## src/rtl/queue_arbiter_pkg.sv

```systemverilog
// Shared definitions for the queue arbiter: channel-index width helper and
// full-queue policy encodings.
package queue_arbiter_pkg;

  // Full-queue policy values for the DROP parameter.
  localparam int unsigned DropBackpressure = 0;
  localparam int unsigned DropDiscard      = 1;

  // Channel index width: clog2 of the channel count, never narrower than 1 bit.
  // Callers bind CHBITS = ch_bits(NCH).
  function automatic int unsigned ch_bits(input int unsigned nch);
    return (nch <= 2) ? 1 : $clog2(nch);
  endfunction

endpackage

```

## src/rtl/rr_pick.sv

```systemverilog
// Round-robin picker: first eligible channel searching upward from ptr + 1,
// wrapping modulo NCH. Purely combinational.
module rr_pick
  import queue_arbiter_pkg::*;
#(
  parameter  int unsigned NCH    = 4,
  localparam int unsigned CHBITS = ch_bits(NCH)
) (
  input  logic [NCH-1:0]    elig,
  input  logic [CHBITS-1:0] ptr,
  output logic              found,
  output logic [CHBITS-1:0] idx
);

  // Walk offsets 1..NCH from the pointer; the outer loop order sets priority.
  always_comb begin
    found = 1'b0;
    idx   = '0;
    for (int unsigned k = 1; k <= NCH; k++) begin
      for (int unsigned c = 0; c < NCH; c++) begin
        if (!found && elig[c] && (((32'(ptr) + k) % NCH) == c)) begin
          found = 1'b1;
          idx   = CHBITS'(c);
        end
      end
    end
  end

endmodule

```

## src/rtl/queue_arbiter.sv

```systemverilog
// Round-robin arbiter feeding a downstream queue. Tracks queue occupancy
// locally, and either backpressures or drops requests when the queue is full.
module queue_arbiter
  import queue_arbiter_pkg::*;
#(
  parameter  int unsigned NCH    = 4,
  parameter  int unsigned DBITS  = 8,
  parameter  int unsigned PTBITS = 8,
  parameter  int unsigned DROP   = DropBackpressure,
  localparam int unsigned CHBITS = ch_bits(NCH)
) (
  input  logic                    ck,
  input  logic                    rst_n,
  input  logic                    en,
  input  logic [NCH-1:0]          req,
  input  logic [NCH*DBITS-1:0]    data,
  output logic [NCH-1:0]          ack,
  output logic [CHBITS+DBITS-1:0] q_in,
  output logic                    q_ld,
  input  logic                    q_pp,
  input  logic                    q_em,
  output logic [PTBITS-1:0]       count,
  output logic                    full,
  output logic                    ovf,
  output logic [15:0]             drop_cnt,
  input  logic                    clr
);

  logic [NCH-1:0]          elig;
  logic                    found;
  logic [CHBITS-1:0]       pick;
  logic                    grant, stall, drop, load, pop, underflow;
  logic [DBITS-1:0]        sample;

  logic [NCH-1:0]          ack_q, ack_d;
  logic [CHBITS+DBITS-1:0] q_in_q, q_in_d;
  logic                    q_ld_q, q_ld_d;
  logic [PTBITS-1:0]       count_q, count_d;
  logic                    ovf_q, ovf_d;
  logic [15:0]             drop_cnt_q, drop_cnt_d;
  logic [CHBITS-1:0]       ptr_q, ptr_d;

  // A channel whose ack is already out is still holding req; skip it.
  assign elig = req & ~ack_q;

  rr_pick #(
    .NCH (NCH)
  ) u_rr_pick (
    .elig  (elig),
    .ptr   (ptr_q),
    .found (found),
    .idx   (pick)
  );

  assign full      = (count_q == {PTBITS{1'b1}});
  assign grant     = en && found;
  assign stall     = grant && full && (DROP == DropBackpressure);
  assign drop      = grant && full && (DROP == DropDiscard);
  assign load      = grant && !full;
  assign pop       = q_pp && !q_em;
  assign underflow = pop && (count_q == '0);

  // Mux out the selected channel's sample.
  always_comb begin
    sample = '0;
    for (int unsigned i = 0; i < NCH; i++) begin
      if (pick == CHBITS'(i)) sample = data[i*DBITS +: DBITS];
    end
  end

  // Next-state: grant/drop decode, occupancy accounting, sticky fault flags.
  always_comb begin
    ack_d      = '0;
    q_ld_d     = load;
    q_in_d     = q_in_q;
    ptr_d      = ptr_q;
    count_d    = count_q;
    ovf_d      = ovf_q;
    drop_cnt_d = drop_cnt_q;

    for (int unsigned i = 0; i < NCH; i++) begin
      ack_d[i] = (load || drop) && (pick == CHBITS'(i));
    end
    if (load || drop) ptr_d = pick;
    if (load) q_in_d = {pick, sample};

    // Reservation on load, release on a real pop; both together cancel.
    if (load && !pop) begin
      count_d = count_q + PTBITS'(1);
    end else if (pop && !load && (count_q != '0)) begin
      count_d = count_q - PTBITS'(1);
    end

    if (stall || drop || underflow) ovf_d = 1'b1;
    if (drop && (drop_cnt_q != 16'hFFFF)) drop_cnt_d = drop_cnt_q + 16'd1;

    if (clr) begin
      ovf_d      = 1'b0;
      drop_cnt_d = '0;
    end
  end

  // State registers; reset also discards any in-flight grant.
  always_ff @(posedge ck or negedge rst_n) begin
    if (!rst_n) begin
      ack_q      <= '0;
      q_in_q     <= '0;
      q_ld_q     <= 1'b0;
      count_q    <= '0;
      ovf_q      <= 1'b0;
      drop_cnt_q <= '0;
      ptr_q      <= CHBITS'(NCH - 1);
    end else begin
      ack_q      <= ack_d;
      q_in_q     <= q_in_d;
      q_ld_q     <= q_ld_d;
      count_q    <= count_d;
      ovf_q      <= ovf_d;
      drop_cnt_q <= drop_cnt_d;
      ptr_q      <= ptr_d;
    end
  end

  assign ack      = ack_q;
  assign q_in     = q_in_q;
  assign q_ld     = q_ld_q;
  assign count    = count_q;
  assign ovf      = ovf_q;
  assign drop_cnt = drop_cnt_q;

endmodule

```

## config.mk

```make
export PLATFORM = sky130hd
export DESIGN_NAME = queue_arbiter
export DESIGN_NICKNAME = d
export VERILOG_FILES = /design/src/rtl/queue_arbiter_pkg.sv /design/src/rtl/rr_pick.sv /design/src/rtl/queue_arbiter.sv
export SDC_FILE = /design/constraint.sdc
export NUM_CORES = 1
export LEC_CHECK = 0
export ABC_AREA = 1
export CORE_UTILIZATION = 47
export CTS_CLUSTER_DIAMETER = 100
export DETAILED_ROUTE_END_ITERATION = 6
export GPL_TIMING_DRIVEN = 0
export PLACE_DENSITY = 0.9
export SYNTH_ARGS = -nofsm -noshare
export SYNTH_HDL_FRONTEND = slang
export SYNTH_HIERARCHICAL = 1
export SYNTH_SLANG_ARGS = --single-unit
```

## constraint.sdc

```tcl
create_clock -name ck -period 5.5 [get_ports ck]
set_input_delay 0.55 -clock ck [delete_from_list [all_inputs] [get_ports ck]]
set_output_delay 0.55 -clock ck [all_outputs]
set_load 0.02 [all_outputs]
```

==> Word level (Yosys, flattened, before mapping) <==
Cells that the tools add are included.
{ "word_totals": {"ff_bits": 26, "elab_cells": 141} }
{ "classes": {"addsub": 6, "n_eq_ne": 16, "muxes": 39, "n_bitwise": 2, "n_reduce_logical": 72} }
{ "op_table": {"columns": ["op", "n"], "rows": [
  ["$logic_not 32->1", 4],
  ["$mux 8", 6],
  ["$logic_and 1x1->1", 43],
  ["$mux 2", 14],
  ["$eq 2x2->1 const B", 10],
  ["$logic_not 1->1", 19],
  ["$mux 1", 19],
  ["$eq 2x1->1 const B", 5],
  ["$add 8x1->8 const B", 1],
  ["$eq 8x8->1 const B", 1],
  ["$logic_not 8->1", 1],
  ["$reduce_bool 8->1", 1],
  ["$sub 8x1->8 const B", 1],
  ["$add 2x1->2 const B", 2],
  ["$add 2x2->2 const B", 2],
  ["$and 4x4->4", 1],
  ["$not 4->4", 1],
  ["$reduce_bool 2->1", 2],
  ["$logic_not 2->1", 1],
  ["$logic_or 1x1->1", 1]
]} }

==> Logic depth before layout (Yosys ltp) <==
Gate-level depths: netlist (run 1).
{ "logic_depth": {"ltp_word": 71, "mapped_depth": 23, "depth_no_buf": 23} }

==> Modules after synthesis <==
Netlist (run 1), hierarchy kept.
{ "by_module_without_submodules": {"columns": ["module", "n_inst", "cells_per_inst", "area_per_inst_um2"], "rows": [
  ["queue_arbiter", 1, 235, 1711.6],
  ["rr_pick", 1, 61, 297.8]
]} }

==> Worst setup path after synthesis (run 1) <==
OpenSTA, ideal clock, no wires.
{ "synth_timing": {"path_type": "input to register", "from": "input port req[0]", "to": "register count_q[7] (netlist: count[7])", "arrival_time_ns": 2.863, "setup_slack_ns": 2.520, "stages": 21, "n_path_buf": 0, "cell_sequence": "inv_1 > nor2_1 > nand3_1 > nand2_2 > nor2_4 > nand4_2 > nor2_2 > nand4_2 > nor3_4 > nand4_1 > nand2_1 > inv_1 > nand3_4 > ha_1 > or2_2 > nand2_1 > nor2_1 > o21ai_1 > nand2_1 > nand2_1 > nand2_1"} }
{ "synth_between": {"elab_chain_len": 69, "word_cells_on_any_way": 71} }
{ "synth_rtl": {"columns": ["item", "line", "source"], "rows": [
  ["from (decl)", "queue_arbiter.sv:15", "input logic [NCH-1:0] req,"],
  ["$and 4x4->4 *", "queue_arbiter.sv:44", "assign elig = req & ~ack_q;"],
  ["net elig[0]", "queue_arbiter.sv:29", "logic [NCH-1:0] elig;"],
  ["$logic_and 1x1->1", "rr_pick.sv:21", "if (!found && elig[c] && (((32'(ptr) + k) % NCH) == c)) begin"],
  ["$mux 1", "rr_pick.sv:21", null],
  ["$logic_not 1->1", "rr_pick.sv:21", null],
  ["$logic_and 1x1->1 (2 in a row)", "rr_pick.sv:21", null],
  ["$mux 1", "rr_pick.sv:21", null],
  ["$logic_not 1->1", "rr_pick.sv:21", null],
  ["(+52 left out)", null, null],
  ["$logic_and 1x1->1 (2 in a row)", "rr_pick.sv:21", null],
  ["$mux 1 *", "rr_pick.sv:21", null],
  ["net found", "queue_arbiter.sv:30", "logic found;"],
  ["$logic_and 1x1->1 *", "queue_arbiter.sv:56", "assign grant = en && found;"],
  ["$logic_and 1x1->1 *", "queue_arbiter.sv:59", "assign load = grant && !full;"],
  ["$logic_not 1->1", "queue_arbiter.sv:90", "end else if (pop && !load && (count_q != '0)) begin"],
  ["$logic_and 1x1->1 (2 in a row)", "queue_arbiter.sv:90", null],
  ["$reduce_bool 2->1 (no line)", null, null],
  ["to (signal assigned)", "queue_arbiter.sv:117", "count_q <= count_d;"],
  ["to (decl)", "queue_arbiter.sv:38", "logic [PTBITS-1:0] count_q, count_d;"]
]} }
The timed path passes the listed nets; every way through them passes the cells marked *.
A chain may end at the register's enable or synchronous reset.

==> Worst setup path after layout (run 1) <==
{ "layout_timing": {"from": "input port req[1]", "to": "register count_q[7] (netlist: count[7])"} }
{ "layout_between": {"elab_chain_len": 66, "word_cells_on_any_way": 68} }
{ "layout_rtl": {"columns": ["item", "line"], "rows": [
  ["$and 4x4->4 *", "queue_arbiter.sv:44"],
  ["net elig[1]", "queue_arbiter.sv:29"],
  ["$logic_and 1x1->1 (2 in a row)", "rr_pick.sv:21"],
  ["$mux 1", "rr_pick.sv:21"],
  ["$logic_not 1->1", "rr_pick.sv:21"],
  ["$logic_and 1x1->1 (2 in a row)", "rr_pick.sv:21"],
  ["$mux 1", "rr_pick.sv:21"],
  ["$logic_not 1->1", "rr_pick.sv:21"],
  ["(+48 left out)", null],
  ["$logic_and 1x1->1 (2 in a row)", "rr_pick.sv:21"],
  ["$mux 1 *", "rr_pick.sv:21"],
  ["net found", "queue_arbiter.sv:30"],
  ["$logic_and 1x1->1 *", "queue_arbiter.sv:56"],
  ["$logic_and 1x1->1 *", "queue_arbiter.sv:59"],
  ["$logic_not 1->1", "queue_arbiter.sv:90"],
  ["$logic_and 1x1->1 (2 in a row)", "queue_arbiter.sv:90"],
  ["$reduce_bool 2->1 (no line)", null]
]} }
Marks and branches as above.

==> results of run 1 <==
-- state kept, by name (all words and copies together), names as in the netlist --
name,count
ack,4
count,8
ptr_q,2
q_in,10
q_ld,1
ovf,1
-- critical path: cells and delay by family --
| kind | cells | cell delay (ns) |
|---|---|---|
| and+or+nand+nor | 17 | 1.94 |
| buffers and inverters | 3 | 0.66 |
| adders and majority gates | 1 | 0.40 |
| AOI/OAI and AO/OA | 1 | 0.15 |
-- layer usage --
layer	wire length (um)	vias to the layer above	GRT usage [%]
li1	-	1071	-
met1	2170	931	29.4
met2	2470	59	41.5
met3	241	5	2.87
met4	44	0	5.05
met5	0	-	0
-- worst max path at each step --
stage / from / endpoint / slack [ns]
5_1_grt: req[1] / count[7] / 1.64
3_3_place_gp: req[1] / count[7] / 1.73
6_report: req[1] / count[7] / 1.94
2_1_floorplan: req[0] / count[7] / 2.52
4_1_cts: req[1] / count[7] / 1.94
3_5_place_dp: req[1] / count[7] / 1.67
-- cells in the final DEF (no fill, tap or decap), drive strengths merged --
cell and n:
inv 35, nand4 9, clkbuf 3, xor2 2
clkdlybuf4s50 66, dfstp 2, nor2 37, nand3b 1
xnor2 1, nand3 23, conb 16, fa 1
dfrtp 24, o21ai 25, ha 6, buf 20
bufinv 1, a21oi 4, nor3 4, nand2 100
or2 1
-- cells in the mapped netlist (3+ instances only) --
cell type	count
sky130_fd_sc_hd__nand2_1	94
sky130_fd_sc_hd__nor2_1	34
sky130_fd_sc_hd__inv_1	33
sky130_fd_sc_hd__dfrtp_1	24
sky130_fd_sc_hd__nand3_1	22
sky130_fd_sc_hd__o21ai_0	19
sky130_fd_sc_hd__buf_4	18
sky130_fd_sc_hd__nand4_1	7
sky130_fd_sc_hd__ha_1	6
sky130_fd_sc_hd__o21ai_1	6
sky130_fd_sc_hd__a21oi_1	4
sky130_fd_sc_hd__nand2_2	3
sky130_fd_sc_hd__nor3_1	3
-- final cells by class --
class,count,area share [%]
Buffer,20,5.07
Clock buffer,3,1.44
Clock inverter,1,1.05
Inverter,35,4.68
Multi-Input combinational cell,230,39.6
Sequential cell,26,22.8
Tap cell,50,2.19
Timing Repair Buffer,66,23.1
-- power groups by stage --
stage	combinational, mW	clock (mW)	sequential, mW
after floorplan	0.663	0	0.444
after global placement	1.05	0	0.365
after detailed placement	1.09	0	0.366
after CTS	1.09	0.162	0.365
after global routing	1.23	0.171	0.382
final	1.09	0.161	0.368
-- kinds of logic (layout without fill, tap and decap cells) --
| logic type | Yosys count | count (layout) | synth area share (%) |
|---|---|---|---|
| simple gates | 175 | 175 | 40.2 |
| buf+inv | 55 | 125 | 13.9 |
| compound gates | 29 | 29 | 7.22 |
| flops | 26 | 26 | 32.5 |
| fa+ha+maj | 7 | 7 | 4.73 |
| xor+xnor | 3 | 3 | 1.31 |
| other cells | 1 | 16 | 0.187 |
-- through the flow --
| stage | hold slack (ns) | power, mW | util [%] |
|---|---|---|---|
| floorplan | 0.254 | 1.11 | - |
| global placement | 0.469 | 1.42 | 68.7 |
| detailed placement | 0.480 | 1.45 | 68.7 |
| CTS | 0.502 | 1.62 | 70.5 |
| global route | 0.532 | 1.79 | 70.5 |
| finish | 0.498 | 1.62 | 70.5 |
==> flow_summary.yaml, run 1 <==
critical_path:
  timing.critical_path.cells: "clkdlybuf4s50_1, inv_1, nor2_1, nand2_1, nand2_2, nor2_4, nand4_2, nor2_2, nand4_2, nor3_4, nand4_1, nand2_1, inv_1, nand3_4, ha_1, or2_2, nand2_1, nor2_1, o21ai_1, nand2_1, nand2_1, nand2_1"
  critical_path.endpoint_type: "register"
  critical-path-slowest-cell: "sky130_fd_sc_hd__clkdlybuf4s50_1"
  crit_type: "in2reg"
  path_common_cell: "sky130_fd_sc_hd__nand2_1"
  reg2reg_slack_ns: 2.23
  crit-reg2reg-launch: "ptr_q[0]"
  timing.critical_path.from_type: "input port"
  timing.critical_path.required_ns: 5.68
  cp_slowest_stage_delay_ns: 0.46
  timing.critical_path.arrival_ns: 3.73
  reg2reg_depth: 20
  crit-reg2reg-capture: "count[7]"
  highest_net_fanout_along_the_worst_path: 9
grt:
  grt_usage_pct: 23.1
  first_global_vias: 1841
  grt_pass1_wl_mm: 8.06
  grt_start_max_net_pins: 27
  initial_antenna_violation_count: 0
  globalRoute.totalOverflow: 0
power_and_ir_drop:
  power_density_nw_per_um2: 567
  total_switching_power_mw: 0.802
  power_frac_clock_pct: 9.9
  sw_frac_of_total_pct: 49.5
  p_int_mw: 0.820
  irDropWorstVdd_v: 0.000290
  p_leak_nw: 1.45
  power.combinational.fraction_pct: 67.4
  seq_power_share_pct: 22.7
run:
  cap_viol_max_count: 0
clock_tree:
  post_cts_hold_buffer_count: 0
  htree_levels: 1
  clk-insertion-delay-late_ns: 0.28
  cts.clk_slew.worst_paths_ns: 0.10
  cts_root_buffer: "sky130_fd_sc_hd__clkbuf_8"
  cts.repair.resized: 0
  cts_buffers: 3
  setup_bufs_post_cts: 0
  max-clock-path-buffers: 2
  tritoncts: "done"
  numClockSinks: 26
timing:
  max-slew-margin-rel_pct: 23.8
  post-route-period-util_pct: 64.7
  timing.final.setup_violations: 0
  timing.final.ws_setup_ns: 1.94
  hold_viol: 0
  unrepaired_setup_endpoints_after_global_routing: "no"
  clock.fmax_mhz: 281
  timing.setup.tns_ns: 0
  period_minus_slack_ns: 3.56
  slew_viol_final: 0
  worst_slew_pin_slew_ns: 1.14
  worst_clock_skew_ns: 0.00610
floorplanning:
  total_die_area_um2: 4540
  cell_row_count: 23
  ioPinCount: 83
  die_h_um: 67.4
  coreArea_um2: 4060
  initial_core_utilization_pct: 49.5
  die_w_um: 67.4
synth:
  synth.yosys.seq_area_share_pct: 32.5
  syn_area_per_cell_um2: 6.79
  synth_enable_flop_cells: 0
  postSynthCellCount: 296
  synth.yosys.warnings: 6
  synth.distinct_cells: 30
  yosys_register_bits: 26
  mappedNetlistArea_um2: 2010
  synth_top_area_cells: "sky130_fd_sc_hd__dfrtp_1 (30%), sky130_fd_sc_hd__nand2_1 (18%), sky130_fd_sc_hd__buf_4 (6.7%), sky130_fd_sc_hd__nor2_1 (6.4%), sky130_fd_sc_hd__inv_1 (6.2%)"
  synth_top_cell_by_area: "sky130_fd_sc_hd__dfrtp_1"
  async_reset_ff_share_pct: 100
  post_synth_top_area_share_pct: 29.9
  primary_ff_master_synth: "sky130_fd_sc_hd__dfrtp_1"
worst_hold_path:
  worst_hold_path_type: "reg2reg"
  hold_path_end: "q_in[4]"
  whs_path_depth: 2
  hold_path.startpoint: "q_in[4]"
cells_and_area:
  fin_nets: 431
  fillers: 319
  area.growth.synth_to_final_pct: 42.3
  post_route_cells_drive_above_1_share_pct: 11.0
  multi_input_logic_area_um2: 1130
  stdcell_count: 431
  insertedDiodeCount: 0
  finalInstanceArea_um2: 2860
  ff_latch_area_um2: 653
placement:
  post-place-ws_ns: 1.67
  place_hpwl_mm: 3.91
  portBuffers: 66
  place.gp.congestion: 0.837
  placedCellCount: 427
  placedInstanceArea_um2: 2790
detailed_routing:
  first_iter_violations: 78
  wl_per_cell_um: 11.4
  ant_nets: 0
  vias_per_cell: 4.79
  drt-total-wl_mm: 4.93
  post-route-drc-count: 0
  vias: 2066
  detailedRoute.firstPassIterationCount: 5
run_status:
  result_of_the_run: "finished clean"
(Power assumes the default switching activity.)
==> run 2, diff against run 1 <==
--- a/config.mk
+++ b/config.mk
@@ -6,11 +6,11 @@
 export NUM_CORES = 1
 export LEC_CHECK = 0
 export ABC_AREA = 1
-export CORE_UTILIZATION = 47
+export CORE_UTILIZATION = 39
 export CTS_CLUSTER_DIAMETER = 100
 export DETAILED_ROUTE_END_ITERATION = 6
 export GPL_TIMING_DRIVEN = 0
-export PLACE_DENSITY = 0.9
+export PLACE_DENSITY = 0.8
 export SYNTH_ARGS = -nofsm -noshare
 export SYNTH_HDL_FRONTEND = slang
 export SYNTH_HIERARCHICAL = 1
==> constraint.sdc (replaced) <==
create_clock -name ck -period 3.1 [get_ports ck]
set_input_delay 0.31 -clock ck [delete_from_list [all_inputs] [get_ports ck]]
set_output_delay 0.31 -clock ck [all_outputs]
set_load 0.02 [all_outputs]
==> run 2 against run 1 <==
Hold slack got worse by 0.00080 ns. Clock skew decreased by 0.0035 ns. Register-to-register slack got worse by 2.1 ns. Power up 97%. Critical path type is now reg2reg. Highest routed layer unchanged.
==> flow_summary.yaml, run 2 (same netlist as run 1, synthesis figures left out) <==
run_status:
  result_of_the_run: "finished clean"
power_and_ir_drop:
  power_density_nw_per_um2: 1020
  p_int_mw: 1.63
  total_power_mw: 3.20
  power.combinational.fraction_pct: 69.7
  power_frac_clock_pct: 8.9
  seq_power_share_pct: 21.3
  total_switching_power_mw: 1.57
  sw_frac_of_total_pct: 49.2
  p_leak_nw: 1.52
  irDropWorstVdd_v: 0.000556
clock_tree:
  numClockSinks: 26
  cts.clk_slew.worst_paths_ns: 0.09
  post_cts_hold_buffer_count: 0
  tritoncts: "done"
  max-clock-path-buffers: 2
  cts_buffers: 3
  clk-insertion-delay-late_ns: 0.28
  cts_root_buffer: "sky130_fd_sc_hd__clkbuf_8"
  htree_levels: 1
detailed_routing:
  first_iter_violations: 97
  ant_nets: 0
  vias: 2179
  detailedRoute.firstPassIterationCount: 4
  vias_per_cell: 4.75
  post-route-drc-count: 0
  wl_per_cell_um: 12.2
  drt-total-wl_mm: 5.61
placement:
  place.gp.congestion: 0.854
  post-place-ws_ns: -0.442
  portBuffers: 66
  place_hpwl_mm: 4.00
  placedCellCount: 444
grt:
  grt_usage_pct: 19.9
  grt_pass1_wl_mm: 8.49
  initial_antenna_violation_count: 0
  grt_start_max_net_pins: 27
  first_global_vias: 2009
  globalRoute.totalOverflow: 0
cells_and_area:
  number_of_flip_flops_in_the_largest_register: 10
  layout.cells.most_common_list: "sky130_fd_sc_hd__nand2_1 (89), sky130_fd_sc_hd__clkdlybuf4s50_1 (66), sky130_fd_sc_hd__inv_1 (31)"
  fin_nets: 442
  utilization_pct: 64.6
  post_route_cells_drive_above_1_share_pct: 19.4
  area.growth.synth_to_final_pct: 55.9
  stdcell_count: 459
  insertedDiodeCount: 0
  final_common_cell: "sky130_fd_sc_hd__nand2_1"
timing:
  hold_viol: 0
  clock.fmax_mhz: 337
  timing.final.ws_setup_ns: 0.134
  worst_clock_skew_ns: 0.00264
  max-slew-margin-rel_pct: 23.0
  worst_slew_pin_slew_ns: 1.15
  period_minus_slack_ns: 2.97
  slew_viol_final: 0
  post-route-period-util_pct: 95.7
  timing.final.setup_violations: 0
critical_path:
  critical-path-slowest-cell: "sky130_fd_sc_hd__dfstp_2"
  timing.critical_path.arrival_ns: 3.19
  crit_type: "reg2reg"
  highest_net_fanout_along_the_worst_path: 6
  cp_slowest_stage_delay_ns: 0.64
  timing.critical_path.required_ns: 3.32
  timing.critical_path.cells: "nor2_4, nand2_2, nand2_2, nor2_4, nand4_4, nor2_4, nand4_4, nor3_4, nand4_1, nand2_1, inv_2, nand3_4, buf_6, ha_4, nand2_1, nand2_1, nand2_1, nand2_1, nor2_1, nand2_1, nand2_1, nand2_1, nand2_1"
  critical_path.endpoint_type: "register"
  path_common_cell: "sky130_fd_sc_hd__nand2_1"
  timing.critical_path.from_type: "register"
floorplanning:
  die_h_um: 73.8
  coreArea_um2: 4850
  total_die_area_um2: 5440
  cell_row_count: 25
  die_w_um: 73.8
  ioPinCount: 83
  initial_core_utilization_pct: 41.4
worst_hold_path:
  worst_hold_path_type: "reg2reg"
run:
  cap_viol_max_count: 0
[run 2: cell types whose count changed in the layout (fill, tap and decap cells not counted), moves of 2 or more]
| cell | change |
|---|---|
| sky130_fd_sc_hd__ha_4 | +6 |
| sky130_fd_sc_hd__nand2_2 | +5 |
| sky130_fd_sc_hd__nand3_2 | +2 |
| sky130_fd_sc_hd__inv_2 | +2 |
| sky130_fd_sc_hd__inv_1 | -2 |
| sky130_fd_sc_hd__nand4_2 | -2 |
| sky130_fd_sc_hd__nand2_1 | -5 |
| sky130_fd_sc_hd__nor2_4 | +4 |
| sky130_fd_sc_hd__buf_4 | +9 |
| sky130_fd_sc_hd__nand3_1 | -2 |
| sky130_fd_sc_hd__buf_6 | +2 |
| sky130_fd_sc_hd__nor2_1 | -5 |
| sky130_fd_sc_hd__ha_1 | -6 |
| sky130_fd_sc_hd__nand4_4 | +2 |
[run 2: power groups by stage]
stage | Combinational (mW) | Sequential [mW] | Clock [mW]
detailed placement | 1.93 | 0.652 | 0
CTS | 1.95 | 0.650 | 0.288
global route | 2.46 | 0.706 | 0.306
floorplan | 1.18 | 0.787 | 0
finish | 2.23 | 0.683 | 0.287
global placement | 1.89 | 0.648 | 0
[run 2: cell type report]
class | instances | area, um^2
buffer | 20 | 145
clock buffer | 3 | 41.3
clock inverter | 1 | 30.0
fill | 432 | 1720
inverter | 35 | 134
multi-input combinational | 230 | 1290
sequential | 26 | 653
tap | 67 | 83.8
timing repair buffer | 77 | 751
[run 2: worst paths after layout]
path,startpoint,cells after the start,end,slack (ns)
worst max-delay path,ptr_q[0],23,count[7],0.13
worst min-delay path,q_in[2],2,q_in[2],0.50
worst max register to register,ptr_q[0],23,count[7],0.13
worst min register to register,q_in[2],2,q_in[2],0.50
max in group asynchronous,rst_n,1,ack[0],1.77
min in group asynchronous,rst_n,1,count[5],0.64
[run 2: routing by layer]
metal,global-route usage [%],vias up,part of all wire (%)
li1,-,1099,-
met4,5.34,0,1.5
met1,25.3,992,43
met3,3.43,8,6.1
met2,34.7,80,49
met5,0,-,0
[run 2: repair_timing]
action	4_1_cts	5_1_grt
resized for setup	2	31
pin swaps	1	12
buffers inserted	3	8
setup endpoints to repair	2	5
hold endpoints to repair	0	0
gates cloned	0	0
[run 2: worst max-delay path: cells and delay by family, from the launching register on]
kind	cells	cell delay, ns
fa+ha+maj	1	0.21
buf+inv	2	0.20
flops	1	0.64
simple gates	20	1.87
[run 2: through the flow]
stage | hold slack (ns) | area [um^2] | setup TNS, ns
after floorplan | 0.0144 | 2070 | 0
after global placement | 0.465 | 2810 | -1.34
after detailed placement | 0.478 | 2810 | -1.55
after CTS | 0.501 | 2910 | 0
after global routing | 0.542 | 3130 | -0.0950
final | 0.497 | 3130 | 0
==> run 3, diff against run 2 <==
--- a/config.mk
+++ b/config.mk
@@ -10,7 +10,8 @@
 export CTS_CLUSTER_DIAMETER = 100
 export DETAILED_ROUTE_END_ITERATION = 6
 export GPL_TIMING_DRIVEN = 0
-export PLACE_DENSITY = 0.8
+export PLACE_DENSITY_LB_ADDON = 0.25
+export SETUP_SLACK_MARGIN = 0.4
 export SYNTH_ARGS = -nofsm -noshare
 export SYNTH_HDL_FRONTEND = slang
 export SYNTH_HIERARCHICAL = 1
==> run 3 against run 2 <==
Critical path type unchanged. Die area did not move. Hold slack got worse by 0.0028 ns. Cell area grew 7.8%. Clock-buffer cell count did not move. Critical path depth fell by 2. Non-clock buffer count increased by 19. Power grew 15%. Setup slack better by 0.022 ns. Maximum frequency increased by 0.75%. Combinational power increased by 22%. Final cell count increased by 4.1%. Clock skew about the same.
==> flow_summary.yaml, run 3 (same netlist as run 1, synthesis figures left out) <==
run_status:
  result_of_the_run: "finished clean"
grt:
  grt_usage_pct: 21.4
  grt_start_max_net_pins: 27
  initial_antenna_violation_count: 0
  first_global_vias: 2102
  grt_pass1_wl_mm: 9.14
  globalRoute.totalOverflow: 0
clock_tree:
  clk-insertion-delay-late_ns: 0.27
  cts.clk_slew.worst_paths_ns: 0.09
  post_cts_hold_buffer_count: 0
  cts_buffers: 3
  htree_levels: 1
  tritoncts: "done"
  numClockSinks: 26
  max-clock-path-buffers: 2
  cts_root_buffer: "sky130_fd_sc_hd__clkbuf_8"
cells_and_area:
  insertedDiodeCount: 0
  layout.cells.most_common_list: "sky130_fd_sc_hd__nand2_1 (79), sky130_fd_sc_hd__clkdlybuf4s50_1 (66), sky130_fd_sc_hd__buf_4 (42)"
  final_common_cell: "sky130_fd_sc_hd__nand2_1"
  ff_latch_area_um2: 653
  fillers: 370
  number_of_flip_flops_in_the_largest_register: 10
  multi_input_logic_area_um2: 1350
  fin_nets: 461
  post_route_cells_drive_above_1_share_pct: 27.3
  finalInstanceArea_um2: 3370
  area.growth.synth_to_final_pct: 67.9
detailed_routing:
  first_iter_violations: 83
  ant_nets: 0
  drt-total-wl_mm: 6.21
  post-route-drc-count: 0
  vias_per_cell: 4.79
  wl_per_cell_um: 13.0
  vias: 2291
  detailedRoute.firstPassIterationCount: 4
critical_path:
  timing.critical_path.arrival_ns: 3.11
  crit-reg2reg-launch: "ptr_q[0]"
  crit_type: "reg2reg"
  timing.critical_path.required_ns: 3.27
  reg2reg_slack_ns: 0.16
  crit-reg2reg-capture: "count[7]"
  cp-startpoint: "ptr_q[0]"
  highest_net_fanout_along_the_worst_path: 6
  timing.critical_path.from_type: "register"
  endpoint: "count[7]"
  reg2reg_depth: 21
  critical_path.endpoint_type: "register"
timing:
  clock.fmax_mhz: 340
  worst_slew_pin_slew_ns: 1.16
  worst_clock_skew_ns: 0.00269
  unrepaired_setup_endpoints_after_global_routing: "yes"
  hold_viol: 0
  timing.setup.tns_ns: 0
  slew_viol_final: 0
  period_minus_slack_ns: 2.94
  timing.final.setup_violations: 0
  max-slew-margin-rel_pct: 22.6
  post-route-period-util_pct: 95.0
floorplanning:
  coreArea_um2: 4850
  ioPinCount: 83
  total_die_area_um2: 5440
  die_h_um: 73.8
  cell_row_count: 25
  initial_core_utilization_pct: 41.4
  die_w_um: 73.8
power_and_ir_drop:
  irDropWorstVdd_v: 0.000569
  p_leak_nw: 1.64
  power_density_nw_per_um2: 1090
placement:
  place.gp.congestion: 0.856
  portBuffers: 66
  placedInstanceArea_um2: 2830
  place_hpwl_mm: 3.88
run:
  cap_viol_max_count: 0
worst_hold_path:
  worst_hold_path_type: "reg2reg"
  hold_path.startpoint: "q_in[9]"
==> run 3: worst min-delay path by stage <==
| stage | endpoint | slack, ns | cells after the start |
|---|---|---|---|
| 2_1_floorplan | ack[0] | 0.01 | 0 |
| 3_3_place_gp | q_in[9] | 0.46 | 2 |
| 3_5_place_dp | q_in[9] | 0.47 | 2 |
| 4_1_cts | q_in[9] | 0.49 | 2 |
| 5_1_grt | q_in[4] | 0.52 | 2 |
| 6_report | q_in[9] | 0.49 | 2 |
==> run 3: report_power, final <==
| part | internal [mW] | total, mW | switching (mW) |
|---|---|---|---|
| sequential | 0.500 | 0.678 | 0.178 |
| clock | 0.173 | 0.280 | 0.108 |
| combinational | 1.26 | 2.72 | 1.47 |
| total | 1.93 | 3.68 | 1.75 |
==> run 3: metal layers <==
metal  share of wire (%)  vias up  GRT usage (%)  wire length (um)
met5                   0        -              0                 0
met4                0.90        0           5.34                56
met3                 4.2        8           2.33               260
met2                  54       72           40.1              3360
met1                  41     1077           25.8              2530
li1                    -     1134              -                 -
==> run 3: worst max-delay path, cell delays in order (launching register included) <==
cell	delay, ns
sky130_fd_sc_hd__dfstp_2	0.61
sky130_fd_sc_hd__inv_2	0.05
sky130_fd_sc_hd__nor2_1	0.10
sky130_fd_sc_hd__inv_1	0.09
sky130_fd_sc_hd__nor2_1	0.18
sky130_fd_sc_hd__inv_1	0.11
sky130_fd_sc_hd__nand4_4	0.11
sky130_fd_sc_hd__nor3_4	0.05
sky130_fd_sc_hd__nand4_1	0.10
sky130_fd_sc_hd__nand2_1	0.08
sky130_fd_sc_hd__inv_2	0.08
sky130_fd_sc_hd__nand3_4	0.13
sky130_fd_sc_hd__ha_1	0.45
sky130_fd_sc_hd__nand2_1	0.09
sky130_fd_sc_hd__inv_1	0.08
sky130_fd_sc_hd__nand2_1	0.07
sky130_fd_sc_hd__nor2_2	0.13
sky130_fd_sc_hd__nor2_1	0.07
sky130_fd_sc_hd__nand2_1	0.09
sky130_fd_sc_hd__nand2_1	0.07
sky130_fd_sc_hd__nand2_1	0.07
sky130_fd_sc_hd__nand2_1	0.05
==> run 3: stage by stage <==
stage	power (mW)	hold slack [ns]	utilization (%)	setup slack, ns	instances
2_1_floorplan	1.98	0.0144	-	0.319	311
3_3_place_gp	2.57	0.463	58.3	-0.189	444
3_5_place_dp	2.59	0.469	58.3	-0.233	444
4_1_cts	3.18	0.493	65.5	0.201	468
5_1_grt	3.97	0.524	69.6	-0.0493	478
6_report	3.68	0.494	69.6	0.156	478
==> run 3: area by class of cell <==
type	instances	area share (%)
inverters	35	3.97
repair buffers	96	27.3
clock inverters	1	0.890
well taps	67	2.48
flip-flops and latches	26	19.4
multi-input cells	230	40.1
clock buffers	3	1.22
plain buffers	20	4.67
==> run 3: repair_timing <==
item | in CTS | in global routing
resized for setup | 26 | 43
setup buffers | 20 | 10
endpoints found under the setup margin | 7 | 21
pin swaps | 17 | 30
